[config.mk]
export PLATFORM = sky130hd
export DESIGN_NAME = dpa_nbit_mul_pipe
export DESIGN_NICKNAME = d
export VERILOG_FILES = /design/src/rtl/dpa_pkg.sv /design/src/rtl/dpa_mul_lane.sv /design/src/rtl/dpa_nbit_mul_pipe.sv
export SDC_FILE = /design/constraint.sdc
export NUM_CORES = 1
export LEC_CHECK = 0
export CAP_MARGIN = 10
export CORE_MARGIN = 2
export CORE_UTILIZATION = 52
export DETAILED_ROUTE_END_ITERATION = 7
export GPL_ROUTABILITY_DRIVEN = 0
export PLACE_DENSITY = 0.87
export SLEW_MARGIN = 20
export SYNTH_ARGS = -nofsm -noshare
export SYNTH_HDL_FRONTEND = slang
export SYNTH_SLANG_ARGS = --single-unit
export TNS_END_PERCENT = 100
[constraint.sdc]
create_clock -name clock -period 2 [get_ports clock]
set_input_delay 0.4 -clock clock [delete_from_list [all_inputs] [get_ports clock]]
set_output_delay 0.4 -clock clock [all_outputs]
set_load 0.1 [all_outputs]
[src/rtl/dpa_pkg.sv]
// Shared types for the masked multiplier: operation enum and the
// randomness index used for each share pair of one bit.
package dpa_pkg;

  typedef enum logic {
    DPA_OP_AND = 1'b0,
    DPA_OP_XOR = 1'b1
  } dpa_op_e;

  // Position of pair (i,j) in the upper triangle, row-major, i!=j.
  function automatic int dpa_r_index(
    input int i,
    input int j,
    input int n
  );
    int lo;
    int hi;
    lo = (i < j) ? i : j;
    hi = (i < j) ? j : i;
    return lo * n - lo * (lo + 1) / 2 + (hi - lo - 1);
  endfunction

endpackage

[src/rtl/dpa_mul_lane.sv]
// One bit lane: combinational share products (p_o) from the operands,
// and the integration XOR (q_o) over the registered products (p_i).
module dpa_mul_lane
  import dpa_pkg::*;
#(
  parameter int N   = 3,
  parameter int RPB = N * (N - 1) / 2
) (
  input  logic           op,
  input  logic [N-1:0]   x_b,
  input  logic [N-1:0]   y_b,
  input  logic [RPB-1:0] r_b,
  output logic [N*N-1:0] p_o,
  input  logic [N*N-1:0] p_i,
  output logic [N-1:0]   q_o
);

  logic is_xor;

  assign is_xor = (dpa_op_e'(op) == DPA_OP_XOR);

  for (genvar i = 0; i < N; i++) begin : g_i
    for (genvar j = 0; j < N; j++) begin : g_j
      if (i == j) begin : g_dom
        assign p_o[i*N+j] = is_xor ? (x_b[i] ^ y_b[j])
                                   : (x_b[i] & y_b[j]);
      end else begin : g_cross
        localparam int K = dpa_r_index(i, j, N);
        // Cross term is masked before it is registered.
        assign p_o[i*N+j] = is_xor ? 1'b0
                                   : ((x_b[i] & y_b[j]) ^ r_b[K]);
      end
    end
  end

  always_comb begin
    q_o = '0;
    for (int i = 0; i < N; i++) begin
      for (int j = 0; j < N; j++) begin
        q_o[i] = q_o[i] ^ p_i[i*N+j];
      end
    end
  end

endmodule

[src/rtl/dpa_nbit_mul_pipe.sv]
// Two-stage masked AND/XOR on Boolean shares with valid/ready handshake.
// Ports: clock/reset_n, in_*/op/x/y, r/r_valid/r_ready, out_*/q, r_count.
module dpa_nbit_mul_pipe
  import dpa_pkg::*;
#(
  parameter  int NUMBER_OF_SHARES = 3,
  parameter  int WIDTH            = 8,
  localparam int R_PER_BIT = NUMBER_OF_SHARES * (NUMBER_OF_SHARES - 1) / 2,
  localparam int R_WIDTH   = WIDTH * R_PER_BIT
) (
  input  logic                                     clock,
  input  logic                                     reset_n,
  input  logic                                     in_valid,
  output logic                                     in_ready,
  input  logic                                     op,
  input  logic [NUMBER_OF_SHARES-1:0][WIDTH-1:0]   x,
  input  logic [NUMBER_OF_SHARES-1:0][WIDTH-1:0]   y,
  input  logic [R_WIDTH-1:0]                       r,
  input  logic                                     r_valid,
  output logic                                     r_ready,
  output logic                                     out_valid,
  input  logic                                     out_ready,
  output logic [NUMBER_OF_SHARES-1:0][WIDTH-1:0]   q,
  output logic [31:0]                              r_count
);

  localparam int N = NUMBER_OF_SHARES;

  logic                         s1_valid_q, s1_valid_d;
  logic                         out_valid_q, out_valid_d;
  logic [WIDTH-1:0][N*N-1:0]    p_q, p_d, p_c;
  logic [N-1:0][WIDTH-1:0]      q_q, q_d;
  logic [WIDTH-1:0][N-1:0]      q_c;
  logic [31:0]                  r_count_q, r_count_d;
  logic                         s1_advance;
  logic                         is_and;
  logic                         xfer;

  assign is_and     = (dpa_op_e'(op) == DPA_OP_AND);
  assign s1_advance = s1_valid_q && (!out_valid_q || out_ready);
  assign in_ready   = !s1_valid_q || s1_advance;
  assign xfer       = in_valid && in_ready && (!is_and || r_valid);
  assign r_ready    = xfer && is_and;

  assign out_valid = out_valid_q;
  assign q         = q_q;
  assign r_count   = r_count_q;

  for (genvar b = 0; b < WIDTH; b++) begin : g_bit
    logic [N-1:0] x_b;
    logic [N-1:0] y_b;
    for (genvar i = 0; i < N; i++) begin : g_sh
      assign x_b[i] = x[i][b];
      assign y_b[i] = y[i][b];
    end
    dpa_mul_lane #(
      .N   (N),
      .RPB (R_PER_BIT)
    ) u_lane (
      .op  (op),
      .x_b (x_b),
      .y_b (y_b),
      .r_b (r[b*R_PER_BIT +: R_PER_BIT]),
      .p_o (p_c[b]),
      .p_i (p_q[b]),
      .q_o (q_c[b])
    );
  end

  always_comb begin
    s1_valid_d  = s1_valid_q;
    out_valid_d = out_valid_q;
    p_d         = p_q;
    q_d         = q_q;
    r_count_d   = r_count_q;
    if (xfer) begin
      s1_valid_d = 1'b1;
      p_d        = p_c;
    end else if (s1_advance) begin
      s1_valid_d = 1'b0;
    end
    if (s1_advance) begin
      out_valid_d = 1'b1;
      for (int i = 0; i < N; i++) begin
        for (int b = 0; b < WIDTH; b++) begin
          q_d[i][b] = q_c[b][i];
        end
      end
    end else if (out_valid_q && out_ready) begin
      out_valid_d = 1'b0;
    end
    if (r_ready) begin
      r_count_d = r_count_q + 32'd1;
    end
  end

  always_ff @(posedge clock or negedge reset_n) begin
    if (!reset_n) begin
      s1_valid_q  <= 1'b0;
      out_valid_q <= 1'b0;
      p_q         <= '0;
      q_q         <= '0;
      r_count_q   <= '0;
    end else begin
      s1_valid_q  <= s1_valid_d;
      out_valid_q <= out_valid_d;
      p_q         <= p_d;
      q_q         <= q_d;
      r_count_q   <= r_count_d;
    end
  end

endmodule

# Word-level counts from Yosys, hierarchy flattened
# Cells that the tools add are included.
# W data, S select, Z words.
[totals]
out_inout_bits = 59
inputBits = 78
reg_bits = 130
wordCells = 296
[classes]
addsub = 1
bitwise_logic = 193
reduce_logical = 12
mux = 76
[ops]
columns = ["op", "n"]
rows = [
  ["$xor A1 B1 Y1", 120],
  ["$mux W1", 76],
  ["$and A1 B1 Y1", 72],
  ["$add A32 B1 Y32 const B", 1],
  ["$logic_and A1 B1 Y1", 5],
  ["$reduce_bool A2 Y1", 2],
  ["$logic_or A1 B1 Y1", 3],
  ["$logic_not A1 Y1", 2],
  ["$not A1 Y1", 1],
]

# Logic depth before layout (Yosys ltp)
# Gate-level depths: netlist (run 1).
[depth]
depth_word = 7
mapped_depth = 9

# Modules after synthesis
# A second synthesis (run 1) with hierarchy kept.
[hier_totals]
hier_cells = 604
area_unflattened_um2 = 7488.4
[modules_own_cells]
columns = ["mod", "seq_area_each_um2", "cells_each", "area_per_inst_um2", "instances"]
rows = [
  ["dpa_nbit_mul_pipe", 3253.1, 356, 5236.3, 1],
  ["dpa_mul_lane", 0.0, 31, 281.5, 8],
]

# Worst setup path after synthesis (run 1)
# Ideal clock, no wire load.
[synth_timing]
path_type = "reg2reg"
startpoint = "register out_valid_q (netlist: out_valid)"
endpoint = "register r_count_q[2] (netlist: r_count[2])"
setup_time_ps = 160
path_stages_with_launch = 9
slack_ps = -1216
synth_period_minus_slack_ps = 3216
n_path_buf = 2
t_arrival_ps = 3056
required_ps = 1840
path_cell_list = "dfrtp_1 -> and3b_1 -> buf_4 -> inv_1 -> nand2b_1 -> clkbuf_1 -> inv_1 -> nand2_1 -> xnor2_1"
[synth_between]
elab_chain_cells = 7
[synth_rtl]
columns = ["item", "line_no", "text"]
rows = [
  ["start: declaration", "dpa_nbit_mul_pipe.sv:30", "logic out_valid_q, out_valid_d;"],
  ["start signal: assignment", "dpa_nbit_mul_pipe.sv:106", "out_valid_q <= out_valid_d;"],
  ["$logic_not A1 Y1", "dpa_nbit_mul_pipe.sv:40", "assign s1_advance = s1_valid_q && (!out_valid_q || out_ready);"],
  ["$logic_or A1 B1 Y1", "dpa_nbit_mul_pipe.sv:40", ""],
  ["$logic_and A1 B1 Y1", "dpa_nbit_mul_pipe.sv:40", ""],
  ["$logic_or A1 B1 Y1", "dpa_nbit_mul_pipe.sv:41", "assign in_ready = !s1_valid_q || s1_advance;"],
  ["via in_ready", "dpa_nbit_mul_pipe.sv:14", "output logic in_ready,"],
  ["$logic_and A1 B1 Y1 (2 in series)", "dpa_nbit_mul_pipe.sv:42", "assign xfer = in_valid && in_ready && (!is_and || r_valid);"],
  ["$logic_and A1 B1 Y1", "dpa_nbit_mul_pipe.sv:43", "assign r_ready = xfer && is_and;"],
  ["via r_ready", "dpa_nbit_mul_pipe.sv:20", "output logic r_ready,"],
  ["end signal: assignment", "dpa_nbit_mul_pipe.sv:109", "r_count_q <= r_count_d;"],
  ["end: declaration", "dpa_nbit_mul_pipe.sv:34", "logic [31:0] r_count_q, r_count_d;"],
]
# The timed path passes the listed nets, and every way through them passes these cells.
# A chain may end at the register's enable or synchronous reset.

# Worst setup path after layout (run 1)
[layout_timing]
startpoint = "register out_valid_q (netlist: out_valid)"
endpoint = "output r_ready"
[layout_between]
elab_chain_cells = 7
[layout_rtl]
columns = ["item", "line_no"]
rows = [
  ["$logic_not A1 Y1", "dpa_nbit_mul_pipe.sv:40"],
  ["$logic_or A1 B1 Y1", "dpa_nbit_mul_pipe.sv:40"],
  ["$logic_and A1 B1 Y1", "dpa_nbit_mul_pipe.sv:40"],
  ["$logic_or A1 B1 Y1", "dpa_nbit_mul_pipe.sv:41"],
  ["$logic_and A1 B1 Y1 (2 in series)", "dpa_nbit_mul_pipe.sv:42"],
  ["$logic_and A1 B1 Y1", "dpa_nbit_mul_pipe.sv:43"],
  ["end: declaration", "dpa_nbit_mul_pipe.sv:20"],
]
# No other way between the ends.

==> results of run 1 <==
cell families (layout without fill, tap and decap cells):
logic type | count (synthesis) | count (layout) | synth area share
simple gates | 224 | 224 | 0.1530
flops | 130 | 130 | 0.4961
xor+xnor | 127 | 127 | 0.1696
compound gates | 97 | 97 | 0.07403
buf+inv | 31 | 196 | 0.02290
fa+ha+maj | 25 | 25 | 0.04770
mux | 24 | 24 | 0.03663
other cells | 0 | 1 | 0
final cells by class:
class                      instances  area share
antenna                            1   0.0002819
clock buffer                      17     0.04793
clock inverter                    15     0.02608
inverter                           5    0.002960
multi-input combinational        497      0.3572
sequential                       130      0.3703
tap                              172     0.02425
timing repair buffer             159      0.1710
synthesized netlist by cell type, drive strengths merged:
cell	number	area (um^2)
and2	3	18.77
and3	2	12.51
and3b	1	8.760
buf	10	68.82
clkbuf	16	62.56
dfrtp	130	3253
ha	25	312.8
inv	5	18.77
mux2i	24	240.2
nand2	162	608.1
nand2b	4	25.02
nand3	12	60.06
nand3b	2	27.53
nand4	18	112.6
nor2	8	30.03
nor3	4	20.02
nor4	7	73.82
o21ai	97	485.5
or3	1	6.260
xnor2	50	437.9
xor2	77	674.4
critical path: cells and delay by family (launching register included):
family,cells,cell delay [ns]
flip-flops,1,0.40
AND/OR/NAND/NOR,2,0.31
buffers and inverters,3,0.44
routing by layer:
metal	vias to the layer above	part of all wire	GRT usage
met5	-	0	0
met4	0	0.025	0.1167
met3	39	0.067	0.06591
met2	170	0.51	0.4205
met1	2498	0.39	0.2828
li1	2504	-	-
worst min-delay path by stage:
stage / start / to / slack, ns / cells after the start
floorplan: reset_n / p_q[0] / 0.10 / 0
global placement: reset_n / r_count[5] / 0.38 / 1
detailed placement: reset_n / r_count[8] / 0.39 / 1
CTS: op / s1_valid_q / 0.38 / 3
global route: op / s1_valid_q / 0.39 / 3
finish: op / s1_valid_q / 0.38 / 3
registers in the layout, summed over array words and instances (netlist names):
register / cells
out_valid: 1
p_q: 72
q: 24
s1_valid_q: 1
r_count: 32
cells in the final DEF, fill, tap and decap left out, types with 18 or more instances in the layout:
master           instances
o21ai_1                 26
dfrtp_1                105
clkdlybuf4s50_1         74
nand4_1                 18
o21ai_0                 71
nand2_1                162
ha_1                    25
mux2i_1                 24
xor2_1                  77
buf_4                   71
dfrtp_2                 24
xnor2_1                 50
timing repair:
action | in CTS | in global routing
hold buffers | 1 | 0
gates resized for setup | 3 | 0
pin swaps | 0 | 1
setup endpoints to repair | 1 | 2
hold endpoints to repair | 34 | 0
setup buffers | 2 | 2
metrics by stage:
stage                     setup TNS, ns  worst slack, ns  total power [W]    util
after detailed placement         -2.315          -0.1516         0.006929  0.6555
final                                 0          0.03393          0.01034  0.7120
after global placement           -1.687          -0.1139         0.006835  0.6555
after global routing           -0.01070         -0.01070          0.01075  0.7118
after floorplan                  -14.57          -0.6131         0.005958       -
after CTS                             0          0.01586          0.01039  0.7106
report_power, final:
group / leakage, nW / internal, W / switching (W)
sequential: 1.67 / 0.00307 / 0.000338
clock: 0.303 / 0.00223 / 0.00121
combinational: 2.10 / 0.000936 / 0.00256
total: 4.07 / 0.00623 / 0.00410
==> results.md, run 1 <==
* Outcome: complete, no violations
* Max Fanout on Critical Path at 2
* Final WL at 15,410 um
* Power density over the cells at 1165 nW/um^2
* # IOs at 137
* Detailed router's first-iteration violation count at 324
* Vias in the first global route at 5,491
* Largest net degree at the start of global routing at 58
* Initial Util at 0.5260
* Slew HR at 0.5762
* CTS Root Buffer Type: clkbuf_16
* FF+latch area at 3287 um^2
* Sequential share of the synthesized area at 0.4961
* Reg2reg end: r_count[7]
* Least-Margin Pin Slew at 0.6299 ns
* FMAX at 0.5086 GHz
* I/O Buffers at 136
* Synth Cell Area at 6558 um^2
* Min Tclk post-route at 1.966 ns
* RSZ-0062 raised after global routing: yes
* HP Class: in -> reg
* Multi-input gate area at 3171 um^2
* Netlist cell types at 26
* VDD IR max at 0.001326 V
* CTS buffer count at 17
* Final net count at 913
* DR vias/cell at 5.232
* Die X at 116.3 um
* Clock slew at reported path FFs at 0.06 ns
* Syn nets at 761
* Fillers at 879
* Max incr delay on CP at 0.40 ns
* Final setup vio count at 0
* Clock buffer depth at 2
* Post-DP Area at 8172 um^2
* DRT antenna net count at 0
* Avg Synthesized Cell Area at 9.966 um^2
* HPWL after DPL at 11,220 um
* Critical Path, Cell by Cell: and3b_2 -> clkinvlp_4 -> nand2b_4 -> clkinvlp_4 -> buf_12
* Worst-skew pair later-pin latency at 0.41 ns
* Pins over their slew limit at 0
* Crit path launch type: flop
* Clk sinks at 130
* Placed cell count at 958
* Share of layout cells above drive strength 1 at 0.1798
* TritonCTS clock tree: yes
* Max-capacitance violation count at 0
* Worst setup path class: reg -> out
* # DRC at 0
* Wire per inst at 15.47 um
* Routed vias at 5,211
* CP endpoint: r_ready
* Total gr overflow at 0
* Period utilisation layout at 0.9830
* R2R cell count at 8
* CP startpoint: out_valid
* Critical Path RT at 1.60 ns
* Design Area, Final at 8876 um^2
* Antenna violations before repair at 1
* CP most frequent cell: clkinvlp_4
* Synthesis-stage register bit count at 130
* Fin. Hold Viols at 0
* Total number of yosys warnings at 0
* Overall Global Routing Usage at 0.2439
* Worst R2R Start: out_valid
* WHS at 0.3776 ns
* R2R Setup Slk at 0.25 ns
* Chip Height at 116.3 um
* Clk_skew at 0.009486 ns
* First-pass DRT Iterations at 4
* Die ar. at 13,520 um^2
* Lkg Pwr at 4.074 nW
* First-pass GRT wire length at 25,650 um
* Final cell count without fillers at 996
* Mapped Cells at 658
* CP Capture Type: primary output
* Core Rows at 41
* Slowest cell on the critical path: dfrtp_4
* Core footprint at 12,470 um^2
* Crit path arrival time at 1.57 ns
* Synth-to-Final Area Change at 35.36%
* H-tree levels at 4
No activity file was read; power rests on OpenSTA's default activity.
==> run 2, diff against run 1 <==
- GPL_ROUTABILITY_DRIVEN: 0 -> not set
==> results of run 2 <==
No change in the layout: final DEF, timing and power equal those of run 1.
==> run 3, diff against run 2 <==
--- a/config.mk
+++ b/config.mk
@@ -10,4 +10,5 @@
 export CORE_UTILIZATION = 52
 export DETAILED_ROUTE_END_ITERATION = 7
+export HOLD_SLACK_MARGIN = 0.02
 export PLACE_DENSITY = 0.87
 export SLEW_MARGIN = 20
==> constraint.sdc (replaced) <==
create_clock -name clock -period 2 [get_ports clock]
set_input_delay 0.4 -clock clock [delete_from_list [all_inputs] [get_ports clock]]
set_output_delay 0.4 -clock clock [all_outputs]
set_load 0.01 [all_outputs]
==> run 3 against run 2 <==
Compared with the run above: die area is the same; cell count shrank 0.60%; hold slack worse by 0.31 ns; first-iteration DRC count up 38%; sequential power is essentially flat; largest power group is now registers.
==> results.md, run 3 (synthesis gave the netlist of run 1 again) <==
* Outcome: complete, no violations
* Final WL at 15,340 um
* # DRC at 0
* Final setup vio count at 0
* Routed vias at 5,266
* Crit path arrival time at 1.53 ns
* Total gr overflow at 0
* Worst-skew pair later-pin latency at 0.41 ns
* Slew HR at 0.5357
* First-pass GRT wire length at 25,070 um
* Clk sinks at 130
* Fin. Hold Viols at 0
* Period utilisation layout at 0.9654
* Die X at 116.3 um
* H-tree levels at 4
* DRT antenna net count at 0
* Fillers at 893
* Commonest non-fill, non-tap cell in the layout: nand2_1
* Antenna violations before repair at 0
* Core Rows at 41
* Final net count at 907
* DR vias/cell at 5.319
* Chip Height at 116.3 um
* Post-DP Area at 8165 um^2
* CTS buffer count at 17
* Max reg flops at 72
* Power density over the cells at 948.8 nW/um^2
* Vias in the first global route at 5,281
* TritonCTS clock tree: yes
* R2R cell count at 4
* Core footprint at 12,470 um^2
* Setup_tns at 0 ns
* Pins over their slew limit at 0
* Least-Margin Pin Slew at 0.6965 ns
* Die ar. at 13,520 um^2
* Crit path launch type: primary input
* Max Fanout on Critical Path at 2
* Post-route core utilization at 0.7027
* Synth-to-Final Area Change at 33.58%
* CTS Root Buffer Type: clkbuf_16
* Min Tclk post-route at 1.931 ns
* RSZ-0062 raised after global routing: no
* Post-CTS Setup Bufs at 0
* Design Area, Final at 8760 um^2
* Most frequent cells in the layout: 162 x nand2_1, 131 x clkdlybuf4s50_1, 130 x dfrtp_1
* Initial Util at 0.5260
* Clock buffer depth at 2
* FMAX at 0.5179 GHz
* R2R Setup Slk at 0.29 ns
* Detailed router's first-iteration violation count at 447
* # IOs at 137
* Worst R2R Start: r_count[11]
* Overall Global Routing Usage at 0.2388
* VDD IR max at 0.0006782 V
* Critical Path RT at 1.60 ns
* First-pass DRT Iterations at 4
* FF+latch area at 3253 um^2
* Clock slew at reported path FFs at 0.05 ns
* Share of layout cells above drive strength 1 at 0.06610
* HP Class: in -> async
* Max-capacitance violation count at 0
* Largest register by flop count: p_q
* HPWL after DPL at 10,760 um
* I/O Buffers at 136
* Lkg Pwr at 3.930 nW
* Reg2reg end: r_count[31]
* Wire per inst at 15.50 um
* Largest net degree at the start of global routing at 131
* Clk_skew at 0.007345 ns
* CP Capture Type: primary output
* GPL Wtd Cong at 0.8348
* Multi-input gate area at 3159 um^2
* Worst setup path class: in -> out
[run 3: timing repair]
action	in CTS	in global routing
setup endpoints to repair	2	0
gates resized for setup	3	0
hold buffers	0	0
[run 3: power breakdown]
part           switching (W)  total (W)  internal [W]  leakage [nW]
Combinational       0.000849    0.00183      0.000985          1.94
Sequential          0.000327    0.00339       0.00306          1.71
Clock                0.00113    0.00309       0.00196         0.283
Total                0.00231    0.00831       0.00600          3.93
[run 3: per-stage QoR]
step / power [W] / cells / setup slack (ns) / hold WS (ns)
6_report: 0.008311 / 990 / 0.06922 / 0.06768
5_1_grt: 0.008731 / 989 / 0.006740 / 0.1698
4_1_cts: 0.008382 / 989 / 0.05046 / 0.1283
3_5_place_dp: 0.005265 / 957 / -0.2297 / 0.4742
3_3_place_gp: 0.005172 / 957 / -0.1939 / 0.4583
2_1_floorplan: 0.004249 / 658 / 0.3812 / 0.1044
[run 3: how the worst max path moves through the flow]
stage / startpoint / end / depth (start not counted)
2_1_floorplan: out_valid / p_q[27] / 9
4_1_cts: out_ready / r_ready / 6
3_3_place_gp: out_ready / r_ready / 6
3_5_place_dp: r_valid / r_ready / 5
6_report: out_ready / r_ready / 6
5_1_grt: out_ready / r_ready / 6
[run 3: worst max-delay path, stage by stage]
cell and delay, ns:
clkdlybuf4s50_1 0.46, and3b_1 0.18, inv_1 0.09, nand2b_2 0.07, inv_1 0.07, dlygate4sd2_1 0.26
[run 3: layer usage]
metal | global-route usage | part of all wire | vias up | wire length, um
li1 | - | - | 2496 | -
met1 | 0.2938 | 0.42 | 2569 | 6395
met2 | 0.4136 | 0.51 | 178 | 7804
met3 | 0.04982 | 0.056 | 23 | 853
met4 | 0.09365 | 0.019 | 0 | 288
met5 | 0 | 0 | - | 0
[run 3: final cells by class]
cell class                      instances  share of cell area
Clock buffer                           19             0.04942
Clock inverter                         13             0.01857
Timing Repair Buffer                  153              0.1730
Tap cell                              172             0.02457
Multi-Input combinational cell        497              0.3607
Sequential cell                       130              0.3714
Antenna cell                            1           0.0002857
Inverter                                5            0.002143
